===== src/rtl/jk_pkg.sv =====
// Shared encodings for the JK flip-flop driver: request ops, FSM states and
// the op-to-J/K table used while a request is being driven.
package jk_pkg;

  typedef enum logic [1:0] {
    OP_HOLD   = 2'b00,
    OP_RESET  = 2'b01,
    OP_SET    = 2'b10,
    OP_TOGGLE = 2'b11
  } op_t;

  typedef enum logic [1:0] {
    ST_IDLE  = 2'b00,
    ST_DRIVE = 2'b01,
    ST_DRAIN = 2'b10,
    ST_DONE  = 2'b11
  } state_t;

  // Returns {j, k} for the given op.
  function automatic logic [1:0] op_jk(input op_t op);
    logic [1:0] jk;
    case (op)
      OP_HOLD:   jk = 2'b00;
      OP_RESET:  jk = 2'b01;
      OP_SET:    jk = 2'b10;
      OP_TOGGLE: jk = 2'b11;
      default:   jk = 2'b00;
    endcase
    return jk;
  endfunction

endpackage


===== src/rtl/jk_model.sv =====
// Reference behaviour of a JK flip-flop: next Q for a given op and current Q.
module jk_model
  import jk_pkg::*;
(
  input  op_t  op,
  input  logic q,
  output logic q_next
);

  always_comb begin
    q_next = q;
    case (op)
      OP_HOLD:   q_next = q;
      OP_RESET:  q_next = 1'b0;
      OP_SET:    q_next = 1'b1;
      OP_TOGGLE: q_next = ~q;
      default:   q_next = q;
    endcase
  end

endmodule


===== src/rtl/jk_driver.sv =====
// Drives an external JK flip-flop for N edges per request and checks the
// returned Q against a model, counting mismatches.
module jk_driver
  import jk_pkg::*;
#(
  parameter int ERR_W = 8
) (
  input  logic             clk,
  input  logic             rst,
  input  logic             req_valid,
  output logic             req_ready,
  input  logic [1:0]       req_op,
  input  logic [3:0]       req_count,
  output logic             j,
  output logic             k,
  input  logic             q_in,
  output logic             done,
  output logic             err,
  output logic [ERR_W-1:0] err_cnt
);

  function automatic logic [ERR_W-1:0] sat_inc(input logic [ERR_W-1:0] v);
    return (&v) ? v : v + 1'b1;
  endfunction

  state_t     state, state_nxt;
  op_t        op_q;
  logic [4:0] remaining;
  logic       exp_q, exp_q_nxt;
  logic       cmp_en;
  logic       accept;
  logic       mismatch;

  jk_model u_model (
    .op     (op_q),
    .q      (exp_q),
    .q_next (exp_q_nxt)
  );

  assign req_ready = (state == ST_IDLE);
  assign done      = (state == ST_DONE);
  assign accept    = (state == ST_IDLE) && req_valid;
  assign mismatch  = cmp_en && (q_in != exp_q);

  always_comb begin
    state_nxt = state;
    case (state)
      ST_IDLE:  if (req_valid) state_nxt = ST_DRIVE;
      ST_DRIVE: if (remaining <= 5'd1) state_nxt = ST_DRAIN;
      ST_DRAIN: state_nxt = ST_DONE;
      ST_DONE:  state_nxt = ST_IDLE;
      default:  state_nxt = ST_IDLE;
    endcase
  end

  // Compares lag the drive window by one edge: Q returns one cycle after J/K.
  always_ff @(posedge clk or posedge rst) begin
    if (rst) begin
      state     <= ST_IDLE;
      op_q      <= OP_HOLD;
      remaining <= '0;
      exp_q     <= 1'b0;
      cmp_en    <= 1'b0;
      j         <= 1'b0;
      k         <= 1'b0;
      err       <= 1'b0;
      err_cnt   <= '0;
    end else begin
      state  <= state_nxt;
      cmp_en <= (state == ST_DRIVE);
      if (accept) begin
        op_q      <= op_t'(req_op);
        remaining <= {1'b0, req_count} + 5'd1;
        exp_q     <= q_in;
        {j, k}    <= op_jk(op_t'(req_op));
      end else if (state == ST_DRIVE) begin
        remaining <= remaining - 5'd1;
        exp_q     <= exp_q_nxt;
        {j, k}    <= (remaining <= 5'd1) ? 2'b00 : op_jk(op_q);
      end else begin
        {j, k}    <= 2'b00;
      end
      if (accept)
        err <= 1'b0;
      else if (mismatch)
        err <= 1'b1;
      if (mismatch)
        err_cnt <= sat_inc(err_cnt);
    end
  end

endmodule


===== config.mk =====
export PLATFORM = sky130hd
export DESIGN_NAME = jk_driver
export DESIGN_NICKNAME = d
export VERILOG_FILES = /design/src/rtl/jk_pkg.sv /design/src/rtl/jk_model.sv /design/src/rtl/jk_driver.sv
export SDC_FILE = /design/constraint.sdc
export NUM_CORES = 1
export LEC_CHECK = 0
export CAP_MARGIN = 0
export CORE_MARGIN = 2
export CORE_UTILIZATION = 44
export DETAILED_ROUTE_END_ITERATION = 16
export PLACE_DENSITY = 0.72
export SYNTH_ARGS = -nofsm -noshare
export SYNTH_HDL_FRONTEND = slang
export SYNTH_SLANG_ARGS = --single-unit
export TNS_END_PERCENT = 20

===== constraint.sdc =====
create_clock -name clk -period 1.4 [get_ports clk]
set_input_delay 0.42 -clock clk [delete_from_list [all_inputs] [get_ports clk]]
set_output_delay 0.42 -clock clk [all_outputs]
set_load 0.1 [all_outputs]

==> results.py, run 1 <==
metrics = {
    "timing": {
        "final.min_clock_period_ns": 1.65,
        "layout_worst_path_cycle_share_pct": 118,
        "hold_viol": 0,
        "slew-limit-headroom_pct": 82.7,
        "worst_clock_skew_ns": 0.00229,
        "worst_pin_slew_ns": 0.257,
        "drv_slew": 0,
        "fin_ws_ns": -0.249,
        "tns_ns": -1.51,
        "finalSetupViolations": 16,
        "holdWs_ns": 0.405,
        "fmax_ghz": 0.607,
        "rsz0062_at_grt": "yes",
    },
    "worst_setup_path": {
        "required_ns": 0.98,
        "crit_type": "register to output port",
        "r2r-start": "state[0]",
        "path_cells": "buf_6 -> inv_4 -> ha_4 -> buf_12",
        "endpoint_kind": "output port",
        "cp.arrival_ns": 1.23,
        "path_buf_inv": 3,
        "crit_slowest_cell": "dfrtp_1",
        "r2r_cells": 6,
        "cp_max_fo": 2,
        "ff2ff_setup_slack_ns": -0.21,
        "crit_family": "flip-flops",
        "r2r_end": "state[1]",
        "critPathLaunchType": "register",
        "slowest_delay_ns": 0.42,
    },
    "synth": {
        "ys_seq_elements": 22,
        "yosysSeqAreaShare_pct": 45.6,
        "synth_warnings": 0,
        "yosys.area.top_type": "dfrtp_1",
        "syn_inst": 111,
        "synthesis.nets": 130,
        "ys_types": 33,
        "syn-mean-instance-area_um2": 10.9,
        "async_flop_share_pct": 100,
        "ys.flop_type": "dfrtp_1",
        "synth.area.top_cells": "dfrtp_1, ha_1, nand2_1, mux2_2, xnor2_1",
        "netlist_area_um2": 1210,
        "yosysTopAreaCellShare_pct": 45.6,
        "synth_edf_count": 0,
    },
    "clock_network": {
        "h-tree-depth": 1,
        "cts_tree": "done",
        "insertion_delay_ns": 0.31,
        "clockBufferDepth": 2,
        "hold_buffers": 0,
        "clock-sinks": 22,
        "root_buffer": "clkbuf_4",
        "clk_pin_slew_worst_paths_ns": 0.13,
        "cts_buffers": 3,
    },
    "layout": {
        "nets": 183,
        "layout_common_cells": "buf_4, dfrtp_1, buf_12",
        "layout_commonest_cell": "buf_4",
        "diodes": 0,
        "drive_above_1_share_pct": 46.6,
        "syn_to_final_growth_pct": 63.3,
        "fillers": 166,
    },
    "outcome": {
        "violations": "setup timing",
        "status": "finished, violations left",
    },
    "route": {
        "drt-total-wl_um": 2910,
        "drc": 0,
        "vias_per_cell": 5.45,
        "ant_nets": 0,
        "drt-initial-drc-count": 25,
        "vias": 1052,
        "drt-wirelength-per-cell_um": 15.1,
        "drt_first_pass_iters": 4,
    },
    "die": {
        "die_area_um2": 3180,
        "io_pins": 23,
        "die_w_um": 56.4,
        "num_rows": 18,
        "die_h_um": 56.4,
        "start_util_pct": 47.4,
        "fp.coreArea_um2": 2540,
    },
    "place": {
        "dp_hpwl_um": 2050,
        "place_congestion": 0.824,
        "io_buffers": 22,
    },
    "global_routing": {
        "grt_pass1_wl_um": 4840,
        "grt_max_degree": 23,
        "grt_pass1_vias": 1093,
        "antenna_found_initial": 0,
        "overflow": 0,
        "grt_usage_pct": 19.2,
    },
    "job": {
        "max-cap-violations": 0,
    },
    "hold_path": {
        "hp-class": "primary input to async pin",
    },
}
[synthesized netlist by cell type, types with 2 or more instances]
cell        n
mux2i_1     2
nand2b_1    2
xnor2_1     5
o2111ai_1   2
clkbuf_1    2
nand3_1     2
o21ai_0     6
dfrtp_1    22
nand2_1    13
inv_1       6
xor2_1      4
a21oi_1     5
mux2_2      4
nand4_1     5
and3_1      2
ha_1        9
and4_1      3
nor2_1      2
[layout make-up]
| cell class | instances | area [µm²] | share of cell area (%) |
|---|---|---|---|
| inverter | 6 | 25.0 | 1.27 |
| tap | 30 | 37.5 | 1.90 |
| clock buffer | 4 | 36.3 | 1.84 |
| sequential | 22 | 566 | 28.7 |
| timing repair buffer | 51 | 606 | 30.7 |
| multi-input combinational | 80 | 702 | 35.6 |
[worst max-delay path by stage]
stage / depth (start not counted) / endpoint / slack, ns / start
final: 4 / req_ready / -0.25 / state[0]
after global routing: 4 / req_ready / -0.28 / state[0]
after CTS: 4 / req_ready / -0.23 / state[0]
after detailed placement: 5 / err_cnt[5] / -0.44 / q_in
after global placement: 5 / err_cnt[6] / -0.39 / q_in
after floorplan: 4 / err_cnt[1] / -0.20 / err_cnt[1]
[metal layers]
| layer | share of wire (%) | vias up | global-route usage [%] |
|---|---|---|---|
| li1 | - | 503 | - |
| met1 | 43 | 520 | 22.3 |
| met2 | 53 | 27 | 35.3 |
| met3 | 3.5 | 2 | 4.61 |
| met4 | 0.58 | 0 | 4.42 |
| met5 | 0 | - | 0 |
[through the flow]
step / worst slack, ns / utilization, % / instance area, µm² / cells
6_report: -0.249 / 77.5 / 1970 / 193
5_1_grt: -0.284 / 77.5 / 1970 / 193
4_1_cts: -0.234 / 75.9 / 1930 / 191
3_5_place_dp: -0.437 / 72.4 / 1840 / 185
3_3_place_gp: -0.388 / 72.4 / 1840 / 185
2_1_floorplan: -0.198 / - / 1280 / 111
[worst register-to-register path: cells and delay by family, from the launching register on]
family	cells	cell delay [ns]
AOI/OAI and AO/OA	1	0.29
adders and majority gates	1	0.16
buffers and inverters	3	0.30
DFF	1	0.39
muxes	1	0.37
[timing repair]
action | CTS | global route
setup endpoints to repair | 17 | 24
gates resized for setup | 12 | 6
pin swaps | 2 | 4
hold endpoints to repair | 0 | 0
buffers inserted | 2 | 2
[state kept, by name, indices dropped and copies added (netlist names)]
register	count
op_q	2
err	1
exp_q	1
state	2
k	1
err_cnt	8
cmp_en	1
j	1
remaining	5
[kinds of logic after synthesis]
| kind of cell | synth area share (%) |
|---|---|
| AOI/OAI and AO/OA | 12.4 |
| xor gates and xnor gates | 7.88 |
| adders and majority gates | 9.33 |
| buffers and inverters | 2.90 |
| DFF | 45.6 |
| muxes | 6.63 |
| and+or+nand+nor | 15.2 |
Power of run 1 is not shown: default switching activity piles up to over one toggle a cycle in this logic, so the estimate is an artifact.
==> run 2: changes to the inputs <==
Settings changed: CELL_PAD_IN_SITES_DETAIL_PLACEMENT from default to 0, CELL_PAD_IN_SITES_GLOBAL_PLACEMENT from default to 1, CORE_MARGIN 2 to 4, CORE_UTILIZATION 44 to 36, PLACE_DENSITY 0.72 to default, PLACE_DENSITY_LB_ADDON from default to 0.1.
==> run 2 against run 1 <==
  * The flow still finishes with violations (setup timing)
  * Die area increased by 37%
  * Worst hold slack got worse by 0.0098 ns
  * Critical path depth up 1
  * Clock skew is 0.0017 ns higher
  * Flip-flop and latch count did not move
  * Wire length decreased by 2.8%
  * Cell count is 10% higher
  * Via count about the same
  * Core utilization fell by 10 points
  * Non-clock buffer count grew 6
  * Sequential share of layout area decreased by 1.9 points
  * First-iteration DRC count up 64%
  * Critical path type unchanged
  * Largest cell class unchanged
==> results.py, run 2 (synthesis results as in run 1) <==
metrics = {
    "worst_setup_path": {
        "crit_type": "register to output port",
        "critPathLaunchType": "register",
        "r2r-start": "state[0]",
        "cp_max_fo": 2,
        "crit_slowest_cell": "dfrtp_1",
        "path_buf_inv": 4,
        "path_common_cell": "buf_6",
        "r2r_cells": 7,
        "endpoint_kind": "output port",
        "path_cells": "buf_6 -> inv_4 -> ha_4 -> buf_6 -> buf_12",
        "crit_family": "buffers and inverters",
        "r2r_end": "state[1]",
        "ff2ff_setup_slack_ns": -0.27,
        "slowest_delay_ns": 0.42,
        "required_ns": 0.98,
        "cp.arrival_ns": 1.30,
    },
    "die": {
        "num_rows": 20,
        "start_util_pct": 38.6,
        "die_area_um2": 4340,
        "fp.coreArea_um2": 3130,
        "die_w_um": 65.9,
        "io_pins": 23,
        "die_h_um": 65.9,
    },
    "clock_network": {
        "clk_pin_slew_worst_paths_ns": 0.13,
        "clockBufferDepth": 2,
        "insertion_delay_ns": 0.32,
        "cts_buffers": 3,
        "root_buffer": "clkbuf_4",
        "clock-sinks": 22,
        "cts_tree": "done",
        "h-tree-depth": 1,
    },
    "outcome": {
        "violations": "setup timing",
        "status": "finished, violations left",
    },
    "route": {
        "drt-total-wl_um": 2830,
        "drc": 0,
        "drt_first_pass_iters": 4,
        "ant_nets": 0,
        "drt-wirelength-per-cell_um": 13.3,
        "vias": 1053,
        "drt-initial-drc-count": 41,
        "vias_per_cell": 4.94,
    },
    "hold_path": {
        "hp-class": "primary input to async pin",
    },
    "timing": {
        "finalSetupViolations": 23,
        "drv_slew": 0,
        "final.min_clock_period_ns": 1.72,
        "worst_pin_slew_ns": 0.339,
        "rsz0062_at_grt": "yes",
        "worst_clock_skew_ns": 0.00401,
        "hold_viol": 0,
        "fin_ws_ns": -0.324,
        "layout_worst_path_cycle_share_pct": 123,
        "fmax_ghz": 0.580,
        "slew-limit-headroom_pct": 77.2,
    },
    "layout": {
        "nets": 189,
        "fillers": 236,
        "biggestRegsByFlops": "err_cnt x8, remaining x5",
        "diodes": 0,
        "fin_cells": 213,
        "largest_reg_flops": 8,
        "layout_common_cells": "buf_4, dfrtp_1, buf_12",
        "drive_above_1_share_pct": 53.8,
        "largest-register": "err_cnt",
        "syn_to_final_growth_pct": 74.9,
        "final_util_pct": 67.5,
        "layout_commonest_cell": "buf_4",
    },
    "global_routing": {
        "overflow": 0,
        "grt_use_met2_pct": 24.2,
        "grt_use_met3_pct": 2.21,
        "antenna_found_initial": 0,
        "grt_max_degree": 23,
        "grt_pass1_wl_um": 4880,
        "grt_usage_pct": 14.6,
        "grt.met1_usage_pct": 19.1,
        "gr-max-usage-layer": "met2",
        "grt_pass1_vias": 1075,
    },
    "job": {
        "max-cap-violations": 0,
    },
    "place": {
        "io_buffers": 22,
        "dp.cells": 200,
        "place_congestion": 0.787,
        "dp_hpwl_um": 2040,
        "pre_cts_slack_ns": -0.431,
    },
}
==> run 2: cell types whose count changed in the layout (fill, tap and decap cells not counted), sizes merged <==
cell and delta:
buf +6
==> run 2: area by class of cell <==
class                   count  area, µm²  share of cell area [%]
multi-input cells          80        771                    36.5
repair buffers             57        669                    31.7
flip-flops and latches     22        566                    26.8
well taps                  44       55.1                    2.61
clock buffers               4       26.3                    1.24
inverters                   6       25.0                    1.18
==> run 2: metal layers <==
| metal | vias up | routed length [µm] |
|---|---|---|
| met5 | - | 0 |
| met2 | 18 | 1410 |
| met1 | 513 | 1300 |
| li1 | 517 | - |
| met4 | 0 | 48 |
| met3 | 5 | 77 |
==> run 2: per-stage QoR <==
step	setup TNS, ns	hold slack, ns	cell area, µm²
after global routing	-3.35	0.404	2110
final	-2.06	0.396	2110
after global placement	-5.34	0.474	1870
after detailed placement	-5.71	0.479	1870
after floorplan	-0.869	0.409	1280
after CTS	-1.66	0.404	1990
==> run 2: repair_timing <==
item / in CTS / in global routing
setup buffers: 6 / 3
hold buffers: 0 / 0
setup endpoints to repair: 22 / 29
gates resized for setup: 16 / 25
pin swaps: 4 / 10
endpoints found under the hold margin: 0 / 0
==> run 2: how the worst max path moves through the flow <==
| stage | startpoint | slack [ns] | endpoint | cells past startpoint |
|---|---|---|---|---|
| after CTS | state[0] | -0.33 | req_ready | 5 |
| after global routing | state[0] | -0.37 | req_ready | 5 |
| after floorplan | err_cnt[1] | -0.20 | err_cnt[1] | 4 |
| after detailed placement | q_in | -0.43 | err_cnt[1] | 5 |
| after global placement | q_in | -0.40 | err_cnt[1] | 5 |
| final | state[0] | -0.32 | req_ready | 5 |
==> run 2: tightest hold or removal path: stages <==
cell	delay, ns
clkdlybuf4s50_1	0.39
inv_1	0.09
buf_12	0.18
Power of run 2 is left out for the same reason.
==> run 3: changes to the inputs <==
Settings changed: CORE_MARGIN 4 to default.
==> run 3 against run 2 <==
  * The flow still finishes with violations (setup timing)
  * Cell count shrank 2.3%
  * Core utilization shrank 0.72 points
  * Register-to-register slack gained 0.11 ns
  * Worst hold slack gained 0.010 ns
  * Wire length shrank 5.0%
  * Flip-flop and latch count is the same
  * Via count shrank 2.8%
  * Critical endpoint unchanged
==> results.py, run 3 (synthesis results as in run 1) <==
metrics = {
    "outcome": {
        "status": "finished, violations left",
        "violations": "setup timing",
    },
    "job": {
        "max-cap-violations": 0,
    },
    "hold_path": {
        "hp-class": "primary input to async pin",
    },
    "clock_network": {
        "cts_buffers": 3,
        "hold_buffers": 0,
        "root_buffer": "clkbuf_4",
        "insertion_delay_ns": 0.31,
        "cts_tree": "done",
        "clock-sinks": 22,
        "clockBufferDepth": 2,
        "clk_pin_slew_worst_paths_ns": 0.14,
        "h-tree-depth": 1,
    },
    "timing": {
        "finalSetupViolations": 13,
        "fin_ws_ns": -0.302,
        "worst_pin_slew_ns": 0.327,
        "holdWs_ns": 0.406,
        "worst_clock_skew_ns": 0.0112,
        "rsz0062_at_grt": "yes",
        "layout_worst_path_cycle_share_pct": 122,
        "slew-limit-headroom_pct": 77.9,
        "hold_viol": 0,
        "fmax_ghz": 0.588,
        "final.min_clock_period_ns": 1.70,
        "drv_slew": 0,
    },
    "route": {
        "drt_first_pass_iters": 4,
        "ant_nets": 0,
        "drt-initial-drc-count": 24,
        "drt-wirelength-per-cell_um": 12.9,
        "drc": 0,
        "drt-total-wl_um": 2690,
        "vias": 1024,
        "vias_per_cell": 4.92,
    },
    "worst_setup_path": {
        "cp_max_fo": 2,
        "cp.arrival_ns": 1.28,
        "crit_type": "register to output port",
        "r2r_cells": 6,
        "endpoint_kind": "output port",
        "required_ns": 0.98,
        "worstSetupStartpoint": "state[1]",
        "critPathLaunchType": "register",
        "ff2ff_setup_slack_ns": -0.16,
        "r2r_end": "state[1]",
        "r2r-start": "state[1]",
    },
    "global_routing": {
        "grt_pass1_vias": 1008,
        "grt_usage_pct": 16.8,
        "overflow": 0,
        "grt_pass1_wl_um": 4440,
        "antenna_found_initial": 0,
        "grt_max_degree": 23,
    },
    "layout": {
        "biggestRegsByFlops": "err_cnt x8, remaining x5",
        "multi_input_area_um2": 753,
        "nets": 184,
        "finalInstanceArea_um2": 2090,
        "largest-register": "err_cnt",
        "layout_commonest_cell": "buf_4",
        "final_util_pct": 66.8,
        "largest_reg_flops": 8,
        "layout_common_cells": "buf_4, buf_12, dfrtp_1",
        "seq_area_um2": 567,
        "drive_above_1_share_pct": 49.4,
        "syn_to_final_growth_pct": 73.1,
        "diodes": 0,
        "fillers": 257,
    },
    "die": {
        "die_w_um": 59.9,
        "io_pins": 23,
        "start_util_pct": 38.6,
        "fp.coreArea_um2": 3130,
        "die_h_um": 59.9,
        "die_area_um2": 3590,
        "num_rows": 20,
    },
    "place": {
        "io_buffers": 22,
        "dpl_cell_area_um2": 1860,
        "place_congestion": 0.767,
        "dp_hpwl_um": 1970,
    },
}
==> run 3: cell types whose count changed in the layout (fill, tap and decap cells not counted), moves of 2 or more <==
cell,delta
nand2_1,+3
xnor2_2,-2
buf_4,-4
xnor2_1,+2
nand2_2,-2
buf_6,-2
o21ai_2,-2
==> run 3: worst max path at each step <==
stage | to | slack (ns) | depth (start not counted)
after floorplan | err_cnt[1] | -0.20 | 4
after global placement | err_cnt[1] | -0.39 | 5
after detailed placement | err_cnt[1] | -0.45 | 5
after CTS | req_ready | -0.31 | 5
after global routing | req_ready | -0.35 | 5
final | req_ready | -0.30 | 5
==> run 3: metrics by stage <==
step	setup TNS (ns)	setup WS, ns	instances
after global routing	-2.08	-0.354	208
after detailed placement	-4.65	-0.452	198
after floorplan	-0.869	-0.198	111
after CTS	-1.48	-0.315	206
after global placement	-3.90	-0.394	198
final	-1.27	-0.302	208
==> run 3: cell type report <==
cell class                      instances  share of cell area [%]
Inverter                                6                    1.20
Clock inverter                          1                    1.44
Multi-Input combinational cell         80                    36.0
Tap cell                               44                    2.63
Timing Repair Buffer                   52                    30.5
Clock buffer                            3                    1.08
Sequential cell                        22                    27.1
==> run 3: worst max-delay path: stages (launching register included) <==
cell and delay, ns:
dfrtp_1 0.39, inv_2 0.05, buf_6 0.11, ha_4 0.15, buf_6 0.11, buf_12 0.15
==> run 3: routing by layer <==
metal | share of wire, % | global-route usage, % | wire length [µm] | up-vias
li1 | - | - | - | 500
met1 | 48 | 22.7 | 1300 | 506
met2 | 49 | 27.0 | 1320 | 16
met3 | 2.4 | 2.60 | 65 | 2
met4 | 0.33 | 5.98 | 9 | 0
met5 | 0 | 0 | 0 | -
==> run 3: what timing repair did <==
item	CTS	global route
endpoints found under the hold margin	0	0
buffers inserted	4	2
gates resized for setup	14	17
endpoints found under the setup margin	20	29
pin swaps	5	5
Power of run 3 is left out for the same reason.
